[src/rtl/t03_pc_pkg.sv]
// Shared types and constants for the team 03 program-counter generator.
package t03_pc_pkg;

  localparam int unsigned INSTR_BYTES = 4;
  localparam int unsigned CTRL_W      = 3;
  localparam int unsigned CAUSE_W     = 2;

  typedef enum logic [CTRL_W-1:0] {
    CTRL_SEQ    = 3'b000,
    CTRL_JALR   = 3'b001,
    CTRL_BRANCH = 3'b010,
    CTRL_JAL    = 3'b011,
    CTRL_TRAP   = 3'b100,
    CTRL_RET    = 3'b101
  } pc_ctrl_t;

  typedef enum logic [CAUSE_W-1:0] {
    CAUSE_NONE     = 2'b00,
    CAUSE_MISALIGN = 2'b01,
    CAUSE_ECALL    = 2'b10
  } trap_cause_t;

  typedef enum logic [1:0] {
    ST_BOOT = 2'b00,
    ST_RUN  = 2'b01,
    ST_TRAP = 2'b10,
    ST_HALT = 2'b11
  } pc_state_t;

endpackage

[src/rtl/t03_pc_target.sv]
// Combinational next-PC target selection and control-flow alignment check.
module t03_pc_target
  import t03_pc_pkg::*;
#(
  parameter int unsigned XLEN       = 32,
  parameter int unsigned ALIGN_BITS = 2
) (
  input  logic [CTRL_W-1:0] control,
  input  logic [XLEN-1:0]   currentPc,
  input  logic [XLEN-1:0]   offset,
  input  logic [XLEN-1:0]   ALUResult,
  input  logic [XLEN-1:0]   epc,
  output logic [XLEN-1:0]   target,
  output logic              misaligned
);

  pc_ctrl_t ctrl;
  assign ctrl = pc_ctrl_t'(control);

  // Unused encodings and TRAP fall back to the sequential address.
  always_comb begin
    target     = currentPc + XLEN'(INSTR_BYTES);
    misaligned = 1'b0;
    case (ctrl)
      CTRL_JALR: begin
        target     = ALUResult & ~XLEN'(1);
        misaligned = |target[ALIGN_BITS-1:0];
      end
      CTRL_BRANCH, CTRL_JAL: begin
        target     = currentPc + offset;
        misaligned = |target[ALIGN_BITS-1:0];
      end
      CTRL_RET: target = epc;
      default:  target = currentPc + XLEN'(INSTR_BYTES);
    endcase
  end

endmodule

[src/rtl/t03_pc_gen.sv]
// Program-counter generator: fetch handshake, next-PC commit, trap entry/return
// and fatal double-trap halt.
module t03_pc_gen
  import t03_pc_pkg::*;
#(
  parameter int unsigned     XLEN         = 32,
  parameter logic [XLEN-1:0] BASE_ADDRESS = '0,
  parameter logic [XLEN-1:0] RESET_VECTOR = '0,
  parameter logic [XLEN-1:0] TRAP_VECTOR  = XLEN'(32'h100),
  parameter int unsigned     ALIGN_BITS   = 2
) (
  input  logic                clk,
  input  logic                rst,
  input  logic                freezePc,
  input  logic [CTRL_W-1:0]   control,
  input  logic [XLEN-1:0]     offset,
  input  logic [XLEN-1:0]     ALUResult,
  input  logic                fetchAck,
  output logic                fetchReq,
  output logic [XLEN-1:0]     currentPc,
  output logic [XLEN-1:0]     toMemory,
  output logic [XLEN-1:0]     epc,
  output logic                trapTaken,
  output logic [CAUSE_W-1:0]  trapCause,
  output logic                inTrap,
  output logic                halted
);

  pc_state_t   state_q, state_d;
  logic [XLEN-1:0] pc_q, pc_d;
  logic [XLEN-1:0] epc_q, epc_d;
  trap_cause_t cause_q, cause_d;
  logic        trap_taken_q, trap_taken_d;
  logic        fetch_req_q, fetch_req_d;
  logic        in_trap_q, in_trap_d;
  logic        halted_q, halted_d;

  logic [XLEN-1:0] target;
  logic        misaligned;
  logic        commit;
  logic        trap_hit;
  trap_cause_t trap_kind;
  pc_ctrl_t    ctrl;

  assign ctrl = pc_ctrl_t'(control);

  t03_pc_target #(
    .XLEN       (XLEN),
    .ALIGN_BITS (ALIGN_BITS)
  ) u_target (
    .control    (control),
    .currentPc  (pc_q),
    .offset     (offset),
    .ALUResult  (ALUResult),
    .epc        (epc_q),
    .target     (target),
    .misaligned (misaligned)
  );

  assign commit    = ((state_q == ST_RUN) || (state_q == ST_TRAP)) && fetchAck && !freezePc;
  assign trap_hit  = (ctrl == CTRL_TRAP) || misaligned;
  assign trap_kind = (ctrl == CTRL_TRAP) ? CAUSE_ECALL : CAUSE_MISALIGN;

  // Next-state and register-update logic; nothing moves without a commit.
  always_comb begin
    state_d      = state_q;
    pc_d         = pc_q;
    epc_d        = epc_q;
    cause_d      = cause_q;
    trap_taken_d = 1'b0;
    case (state_q)
      ST_BOOT: state_d = ST_RUN;
      ST_RUN: begin
        if (commit) begin
          if (trap_hit) begin
            state_d      = ST_TRAP;
            epc_d        = pc_q;
            pc_d         = TRAP_VECTOR;
            cause_d      = trap_kind;
            trap_taken_d = 1'b1;
          end else if (ctrl == CTRL_RET) begin
            pc_d = pc_q + XLEN'(INSTR_BYTES);
          end else begin
            pc_d = target;
          end
        end
      end
      ST_TRAP: begin
        if (commit) begin
          // A trap inside the handler is fatal: keep epc, record the new cause.
          if (trap_hit) begin
            state_d      = ST_HALT;
            cause_d      = trap_kind;
            trap_taken_d = 1'b1;
          end else if (ctrl == CTRL_RET) begin
            state_d = ST_RUN;
            pc_d    = target;
            cause_d = CAUSE_NONE;
          end else begin
            pc_d = target;
          end
        end
      end
      ST_HALT: state_d = ST_HALT;
      default: state_d = ST_BOOT;
    endcase
    fetch_req_d = (state_d == ST_RUN) || (state_d == ST_TRAP);
    in_trap_d   = (state_d == ST_TRAP);
    halted_d    = (state_d == ST_HALT);
  end

  always_ff @(posedge clk or negedge rst) begin
    if (!rst) begin
      state_q      <= ST_BOOT;
      pc_q         <= RESET_VECTOR;
      epc_q        <= '0;
      cause_q      <= CAUSE_NONE;
      trap_taken_q <= 1'b0;
      fetch_req_q  <= 1'b0;
      in_trap_q    <= 1'b0;
      halted_q     <= 1'b0;
    end else begin
      state_q      <= state_d;
      pc_q         <= pc_d;
      epc_q        <= epc_d;
      cause_q      <= cause_d;
      trap_taken_q <= trap_taken_d;
      fetch_req_q  <= fetch_req_d;
      in_trap_q    <= in_trap_d;
      halted_q     <= halted_d;
    end
  end

  assign fetchReq  = fetch_req_q;
  assign currentPc = pc_q;
  assign toMemory  = pc_q + BASE_ADDRESS;
  assign epc       = epc_q;
  assign trapTaken = trap_taken_q;
  assign trapCause = cause_q;
  assign inTrap    = in_trap_q;
  assign halted    = halted_q;

endmodule

[config.mk]
export PLATFORM = sky130hd
export DESIGN_NAME = t03_pc_gen
export DESIGN_NICKNAME = d
export VERILOG_FILES = /design/src/rtl/t03_pc_pkg.sv /design/src/rtl/t03_pc_target.sv /design/src/rtl/t03_pc_gen.sv
export SDC_FILE = /design/constraint.sdc
export NUM_CORES = 1
export LEC_CHECK = 0
export ABC_AREA = 1
export BUFFER_PORTS_ARGS = -buffer_cell sky130_fd_sc_hd__buf_2
export CAP_MARGIN = 20
export CORE_ASPECT_RATIO = 0.9
export CORE_MARGIN = 3
export CORE_UTILIZATION = 60
export CTS_CLUSTER_DIAMETER = 40
export DETAILED_ROUTE_END_ITERATION = 16
export PLACE_DENSITY = 0.88
export SYNTH_ARGS = -nofsm -noshare
export SYNTH_HDL_FRONTEND = slang
export SYNTH_SLANG_ARGS = --single-unit
[constraint.sdc]
create_clock -name clk -period 5.2 [get_ports clk]
set_clock_uncertainty 0.05 [all_clocks]
set_input_delay 1.04 -clock clk [delete_from_list [all_inputs] [get_ports clk]]
set_output_delay 1.04 -clock clk [all_outputs]
set_load 0.02 [all_outputs]
---- Yosys cells after proc, flatten, opt, wreduce, memory -nomap -nowiden ----
Cells that the tools add are included.
word-level totals
  register bits after elaboration ......... 72
  input port bits ......................... 71
cells by class
  add/sub/neg operators ................... 2
  equal/unequal tests ..................... 16
  multiplexer cells ....................... 24
  reductions and logical operators ........ 14
operators by type and width
  operator                                                count
  2-to-1 mux 32 bit                                       5
  case mux 32 bit (3 select lines)                        1
  case mux 32 bit (2 select lines)                        1
  adder 32 x 3 -> 32 bit (second input constant)          1
  adder 32 bit                                            1
  2-to-1 mux 2 bit                                        11
  equality test 2 bit (second input constant)             4
  inequality test 2 bit (second input constant)           4
  case mux 2 bit (4 select lines)                         1
  equality test 3 x 2 -> 1 bit (second input constant)    2
  equality test 3 bit (second input constant)             2
  OR reduction 2 bit                                      3
  AND reduction 5 bit                                     1
  equality test 2 x 1 -> 1 bit (second input constant)    2
  case mux 2 bit (2 select lines)                         1
  AND reduction 4 bit                                     1
  equality test 3 x 1 -> 1 bit (second input constant)    1
  logical OR 1 bit                                        3
  2-to-1 mux 1 bit                                        3
  inequality test 3 x 2 -> 1 bit (second input constant)  1
  AND reduction 3 bit                                     1
  logical AND 1 bit                                       2
  logical NOT 2 bit                                       1
  case mux 1 bit (2 select lines)                         1
  other kinds (2)                                         2

---- Depth between registers and ports, before layout ----
Gate-level depths: netlist of the first run.
  depth after elaboration ................. 9
  gate-level depth with buffers ........... 15
  depth with buffers taken out ............ 15

---- Modules after synthesis ----
From an unflattened synthesis of the first run, not the netlist that was laid out.
second synthesis, totals
  cells, all modules ...................... 1374
  area, all modules ....................... 8376.8 µm²
modules (own cells, without submodules)
  module         times used  cells each  area each (µm²)  sequential area each (µm²)
  t03_pc_gen     1           613         4556.9           1801.7
  t03_pc_target  1           761         3819.9           0.0

---- Worst setup path after synthesis of the first run ----
OpenSTA, ideal clock, no wires.
  path kind ............................... input-to-reg
  start ................................... in offset[0]
  end ..................................... reg fetch_req_q (netlist: fetchReq)
  library setup time ...................... 0.113 ns
  arrival ................................. 2.795 ns
  slack ................................... 2.242 ns
  stages on the path ...................... 12
  path buffers ............................ 0
  cell sequence ........................... ha_1 fa_1 o21ai_2 nand2_2 nor2_4 inv_2 nand2_1 inv_2 o21ai_0 a21oi_1 ha_1 inv_1
on the way
  cells in the longest elaborated chain, start to end .. 9
  elaborated cells between the ends (all ways) .. 12
ends and longest elaborated chain
  element                                                                     line                                RTL
  from (decl)                                                                 t03_pc_gen.sv:16                    input logic [XLEN-1:0] offset,
  adder 32 bit *                                                              t03_pc_target.sv:30                 target = currentPc + offset;
  OR reduction 2 bit *                                                        t03_pc_target.sv:31                 misaligned = |target[ALIGN_BITS-1:0];
  case mux 1 bit (2 select lines) *                                           t03_pc_target.sv:24                 case (ctrl)
  logical OR 1 bit *                                                          t03_pc_gen.sv:61                    assign trap_hit = (ctrl == CTRL_TRAP) || misaligned;
  2-to-1 mux 2 bit, on equally long branches                                  t03_pc_gen.sv:91, t03_pc_gen.sv:75
  2-to-1 mux 2 bit, on equally long branches                                  t03_pc_gen.sv:89, t03_pc_gen.sv:74
  case mux 2 bit (4 select lines) *                                           t03_pc_gen.sv:71                    case (state_q)
  via state_d[1]                                                              t03_pc_gen.sv:29                    pc_state_t state_q, state_d;
  equality test 2 x 1 -> 1 bit / equality test 2 bit (equally long branches)  t03_pc_gen.sv:107                   fetch_req_d = (state_d == ST_RUN) || (state_d == ST_TRAP);
  logical OR 1 bit *                                                          t03_pc_gen.sv:107
  via fetch_req_d                                                             t03_pc_gen.sv:34                    logic fetch_req_q, fetch_req_d;
  to (signal assigned)                                                        t03_pc_gen.sv:128                   fetch_req_q <= fetch_req_d;
  to (decl)                                                                   t03_pc_gen.sv:34
Mark *: on every way through the listed nets, which the timed path passes. The rest lies on a longest branch.
A chain may end at the register's enable or synchronous reset.

---- Final worst setup path of the first run ----
  start ................................... in offset[0]
  end ..................................... reg pc_q[1] (netlist: currentPc[1])
on the way
  cells in the longest elaborated chain, start to end .. 7
  elaborated cells between the ends (all ways) .. 13
ends and longest elaborated chain
  element                           line                 RTL
  adder 32 bit *                    t03_pc_target.sv:30
  OR reduction 2 bit                t03_pc_target.sv:31
  case mux 1 bit (2 select lines)   t03_pc_target.sv:24
  logical OR 1 bit                  t03_pc_gen.sv:61
  2-to-1 mux 32 bit                 t03_pc_gen.sv:75     if (trap_hit) begin
  2-to-1 mux 32 bit                 t03_pc_gen.sv:74     if (commit) begin
  case mux 32 bit (2 select lines)  t03_pc_gen.sv:71
  to (signal assigned)              t03_pc_gen.sv:124    pc_q <= pc_d;
  to (decl)                         t03_pc_gen.sv:30     logic [XLEN-1:0] pc_q, pc_d;
Mark *: on every way between the ends. The rest lies on a longest branch, timed or not. The select of a mux whose other input is x is not followed.

==> metrics.yaml, run 1 <==
status: "completed"
synthTopCellsByArea: "dfrtp_1 24%, nand2_1 22%, inv_1 10%, nand3_1 8.0%, ha_1 6.4%"
hold_path_end: "trapCause[0]"
syn_area_um2: 7390
ctsLongestPathBuffers: 2
crit_type: "in2reg"
cp.required_ns: 5.43
fmax_mhz: 277
totalPowerFinal_w: 0.00177
yosys-mux-area-fraction_pct: 0.152
hpwl_um: 19500
synth_top_area_share_pct: 24.4
syn_to_final_growth_pct: 13.9
synth_fa_ha_area_share_pct: 6.70
path_max_fanout: 21
synthXorXnorAreaFrac_pct: 1.66
grt_pass1_vias: 7976
synth-compound-area-share_pct: 12.1
crit_chain: "buf_2 -> ha_1 -> fa_1 -> o21ai_2 -> nand2_2 -> nor2_4 -> nand2_4 -> nor2_4 -> inv_1 -> nand3_1 -> inv_1 -> nand2_1 -> o22ai_1 -> nor2_1"
fin_crit_sh_pct: 69.3
syn_inst: 1247
power_density_nw_per_um2: 210
avgSynthCellArea_um2: 5.93
design_area_um2: 8420
yosys.area.top_type: "dfrtp_1"
cts_resized: 0
worstMarginPinSlew_ns: 0.789
cpPeakStageDelay_ns: 0.54
slowest_stage: "fa_1"
finalWirelength_um: 24800
rr_worst_depth: 13
gr-total-overflow: 0
slew_headroom_pct: 47.3
wire_per_inst_um: 16.1
nNetsFinal: 1488
die_w_um: 123
r2r-end: "currentPc[1]"
critPathArrivalTime_ns: 3.83
cts_sinks: 72
root_buffer: "clkbuf_16"
insertion_delay_ns: 0.34
grt_pass1_wl_um: 39500
initial_core_util_pct: 63.1
cap_violations: 0
synth.distinct_cells: 41
maxSlewViolCount: 0
gp_congestion: 0.968
pin_count: 173
hold_class: "reg2reg"
yosysWarnings: 0
ys_seq_area_share_pct: 24.4
syn-num-nets: 1357
vias: 8704
dieArea_um2: 13700
synth-edff-count: 0
holdCritStartpoint: "trapCause[0]"
grt_max_degree: 47
row_count: 37
synth-seq-cells: 72
multi_input_area_um2: 4440
final_common_cell: "nand2_1"
ctsHoldBuffers: 0
ir_worst_vdd_v: 0.000178
clk_pin_slew_ns: 0.06
grt_usage_pct: 36.4
critPathCaptureType: "flip-flop"
drc: 0
synth-async-reset-ratio_pct: 100
fin_tns_setup_ns: 0
synthFlopType: "dfrtp_1"
hold_violations: 0
whs_path_depth: 2
cts_max_level: 3
cts_buffers: 9
die_h_um: 111
fillers: 1047
startpoint_type: "input port"
synth_top_family_by_area: "simple AND/OR/NAND/NOR gates"
grt_setup_unrepaired: "no"
r2r_slack_ns: 1.99
first_iter_violations: 1116
postCtsSetupRepairBufs: 0
firstDrtPassIters: 6
port_buffers: 171
placed_area_um2: 8120
cts_tree: "yes"
diodes: 0
finalSetupViolCount: 0
core-area_um2: 11700
p_leak_nw: 4.91
r2r-start: "currentPc[0]"
layout-drive-gt1-share_pct: 16.1
ant_nets: 0
synth-simple-area-share_pct: 39.4
vias_per_cell: 5.66
antenna_found_initial: 0
min_period_ns: 3.60
seqCellArea_um2: 1800
final_cell_mix: "432 x nand2_1, 199 x inv_1, 171 x buf_2"
[critical path, delay by kind of cell]
family                     cells  cell delay [ns]
AOI/OAI and AO/OA              2             0.31
adders and majority gates      2             0.79
buffers and inverters          3             0.49
and+or+nand+nor                7             1.20
[area by class of cell]
type,instances,share of cell area (%)
flip-flops and latches,72,21.4
repair buffers,177,10.7
clock inverters,7,0.921
clock buffers,9,2.67
well taps,156,2.32
inverters,208,9.27
multi-input cells,910,52.7
[state kept, by name, indices dropped and copies added (netlist names)]
signal / flops
trapCause: 2
currentPc: 32
epc: 32
fetchReq: 1
state_q: 2
trapTaken: 1
inTrap: 1
halted: 1
[metrics by stage]
step           util, %  instances  setup slack, ns  hold WS (ns)
3_3_place_gp      69.3       1523             1.37         0.431
5_1_grt           71.9       1539             1.43         0.498
3_5_place_dp      69.3       1523             1.33         0.438
2_1_floorplan        -       1247             2.24         0.542
6_report          71.9       1539             1.60         0.459
4_1_cts           71.9       1539             1.66         0.461
[power by group]
group	internal, W	leakage, nW	total [W]	switching (W)
Clock	0.000376	0.147	0.000635	0.000259
Combinational	0.000169	3.82	0.000517	0.000348
Sequential	0.000574	0.938	0.000613	0.0000389
Total	0.00112	4.91	0.00177	0.000646
[kinds of logic after synthesis]
logic type,Yosys count
AO/OA/AOI/OAI,155
flip-flops,72
adder cells (fa/ha/maj),39
multiplexers,1
buffers and inverters,265
AND/OR/NAND/NOR,701
XOR/XNOR,14
[worst max path at each step]
| stage | slack (ns) | startpoint | to |
|---|---|---|---|
| 2_1_floorplan | 2.24 | offset[0] | fetchReq |
| 3_3_place_gp | 1.37 | offset[0] | currentPc[8] |
| 3_5_place_dp | 1.33 | offset[0] | currentPc[8] |
| 4_1_cts | 1.66 | offset[0] | currentPc[8] |
| 5_1_grt | 1.43 | offset[0] | currentPc[1] |
| 6_report | 1.60 | offset[0] | currentPc[1] |
[cells in the mapped netlist (11+ instances only)]
| cell type | instances |
|---|---|
| nand2_1 | 432 |
| inv_1 | 199 |
| nand3_1 | 118 |
| nor2_1 | 96 |
| dfrtp_1 | 72 |
| a21oi_1 | 49 |
| o21ai_0 | 42 |
| ha_1 | 38 |
| buf_4 | 34 |
| a22oi_1 | 25 |
| nor3_1 | 22 |
| o21ai_1 | 15 |
| xor2_1 | 13 |
| buf_2 | 11 |
| nand4_1 | 11 |
[metal layers]
layer	wire length (um)	share of wire (%)	GRT usage, %
met5	0	0	0
met4	755	3.0	13.3
met3	3070	12	5.82
met2	10800	43	54.7
met1	10200	41	52.8
Note: power is estimated with default switching activity, not from simulation.
==> run 2: changes to the inputs <==
--- a/config.mk
+++ b/config.mk
@@ -10,10 +10,10 @@
 export CAP_MARGIN = 20
 export CORE_ASPECT_RATIO = 0.9
 export CORE_MARGIN = 3
-export CORE_UTILIZATION = 60
+export CORE_UTILIZATION = 50
 export CTS_CLUSTER_DIAMETER = 40
 export DETAILED_ROUTE_END_ITERATION = 16
-export PLACE_DENSITY = 0.88
+export PLACE_DENSITY = 0.78
 export SYNTH_ARGS = -nofsm -noshare
 export SYNTH_HDL_FRONTEND = slang
 export SYNTH_SLANG_ARGS = --single-unit
==> constraint.sdc (replaced) <==
create_clock -name clk -period 3.3 [get_ports clk]
set_clock_uncertainty 0.05 [all_clocks]
set_input_delay 0.66 -clock clk [delete_from_list [all_inputs] [get_ports clk]]
set_output_delay 0.66 -clock clk [all_outputs]
set_load 0.02 [all_outputs]
==> metrics.yaml, run 2 (synthesis gave the netlist of run 1 again) <==
status: "completed"
grt_use_met3_pct: 3.23
power_density_nw_per_um2: 321
final_common_cell: "nand2_1"
grt_usage_pct: 30.7
endpoint: "currentPc[31]"
r2r-start: "currentPc[0]"
dieArea_um2: 16300
layout-drive-gt1-share_pct: 16.6
vias: 8596
gr-usage-met2_pct: 47.3
grt_setup_unrepaired: "no"
finalWirelength_um: 25100
slowest_stage: "fa_1"
gp_congestion: 0.980
die_w_um: 134
preCtsSetupSlack_ns: 0.198
grt_pass1_vias: 7710
min_period_ns: 2.80
path_max_fanout: 14
startpoint_type: "input port"
cts_resized: 0
p_leak_nw: 4.97
postCtsSetupRepairBufs: 0
fin_tns_setup_ns: 0
r2r-end: "currentPc[31]"
grt_use_met1_pct: 46.0
cts_max_level: 3
gr-total-overflow: 0
ctsHoldBuffers: 0
row_count: 41
hpwl_um: 20000
wire_per_inst_um: 15.8
initial_core_util_pct: 51.8
pwr-share-seq_pct: 34.7
cp.required_ns: 3.51
slew_headroom_pct: 37.8
firstDrtPassIters: 6
ant_nets: 0
final_cell_mix: "432 x nand2_1, 199 x inv_1, 170 x buf_2"
cp_common_cell: "nor2_4"
die_h_um: 121
finalWorstSetupSlack_ns: 0.502
swShare_pct: 35.8
power.share.clock_pct: 34.8
critPathArrivalTime_ns: 3.00
drc: 0
maxSlewViolCount: 0
critPathBufInv: 3
root_buffer: "clkbuf_16"
port_buffers: 171
pin_count: 173
clk_pin_slew_ns: 0.06
power.switching_w: 0.000986
critPathTopFamily: "adder cells"
totalPowerFinal_w: 0.00275
fin_worst_hold_slack_ns: 0.401
cts_buffers: 9
cap_violations: 0
ir_worst_vdd_v: 0.000274
antenna_found_initial: 0
crit_start: "offset[0]"
vias_per_cell: 5.41
fillers: 1432
cts_sinks: 72
worstMarginPinSlew_ns: 0.933
fmax_mhz: 357
grt_max_degree: 73
multi_input_area_um2: 4440
cp.depth: 13
first_iter_violations: 961
crit_type: "in2reg"
pwr-share-comb_pct: 30.4
hold_class: "in2async"
post-place-cells: 1574
fin_crit_sh_pct: 84.8
hold_violations: 0
cpPeakStageDelay_ns: 0.55
insertion_delay_ns: 0.34
finalSetupViolCount: 0
global_route.peak_usage_layer: "met2"
intPower_w: 0.00177
cts_tree: "yes"
rr_worst_depth: 12
critPathCaptureType: "flip-flop"
seqCellArea_um2: 1800
ctsLongestPathBuffers: 2
core-area_um2: 14300
nNetsFinal: 1502
syn_to_final_growth_pct: 16.1
crit_chain: "buf_2 -> ha_1 -> fa_1 -> o21ai_2 -> nand2_2 -> nor2_4 -> nand2_4 -> nor2_4 -> buf_4 -> nand3_1 -> nand2_1 -> inv_1 -> a21oi_1"
r2r_slack_ns: 0.51
grt_pass1_wl_um: 39400
diodes: 0
finalNonFillerCells: 1590
-- run 2: cell types whose count changed in the layout (fill, tap and decap cells not counted) --
cell,delta
buf_4,+13
clkbuf_1,+4
inv_6,-3
buf_12,+2
buf_2,-1
clkinv_4,-1
-- run 2: per-stage QoR --
stage,util (%),area [um2]
final,60.2,8580
after detailed placement,58.2,8300
after CTS,60.2,8580
after floorplan,-,7390
after global routing,60.2,8580
after global placement,58.2,8300
-- run 2: worst min path at each step --
stage,from,endpoint,slack [ns],cells after the start
after floorplan,rst,currentPc[0],0.31,0
after global placement,trapCause[1],trapCause[1],0.44,2
after detailed placement,epc[22],epc[22],0.45,2
after CTS,rst,trapCause[1],0.45,1
after global routing,epc[8],epc[8],0.49,2
final,rst,trapCause[1],0.40,1
-- run 2: power by group through the flow --
stage                     clock network (W)  logic, W  registers [W]
after floorplan                           0  0.000546       0.000983
after global routing                0.00100  0.000941       0.000958
after detailed placement                  0  0.000822       0.000969
after global placement                    0  0.000811       0.000968
final                              0.000959  0.000838       0.000956
after CTS                          0.000962  0.000828       0.000953
-- run 2: layer usage --
layer | wire, um | vias up | part of all wire [%]
met5 | 0 | - | 0
li1 | - | 4228 | -
met2 | 10800 | 429 | 43
met3 | 2790 | 36 | 11
met4 | 418 | 0 | 1.7
met1 | 11100 | 3903 | 44
-- run 2: cell type report --
class	instances	area share [%]
multi-input cells	910	51.7
flip-flops and latches	72	21.0
repair buffers	191	12.0
inverters	208	9.10
well taps	193	2.81
clock buffers	13	2.80
clock inverters	3	0.496
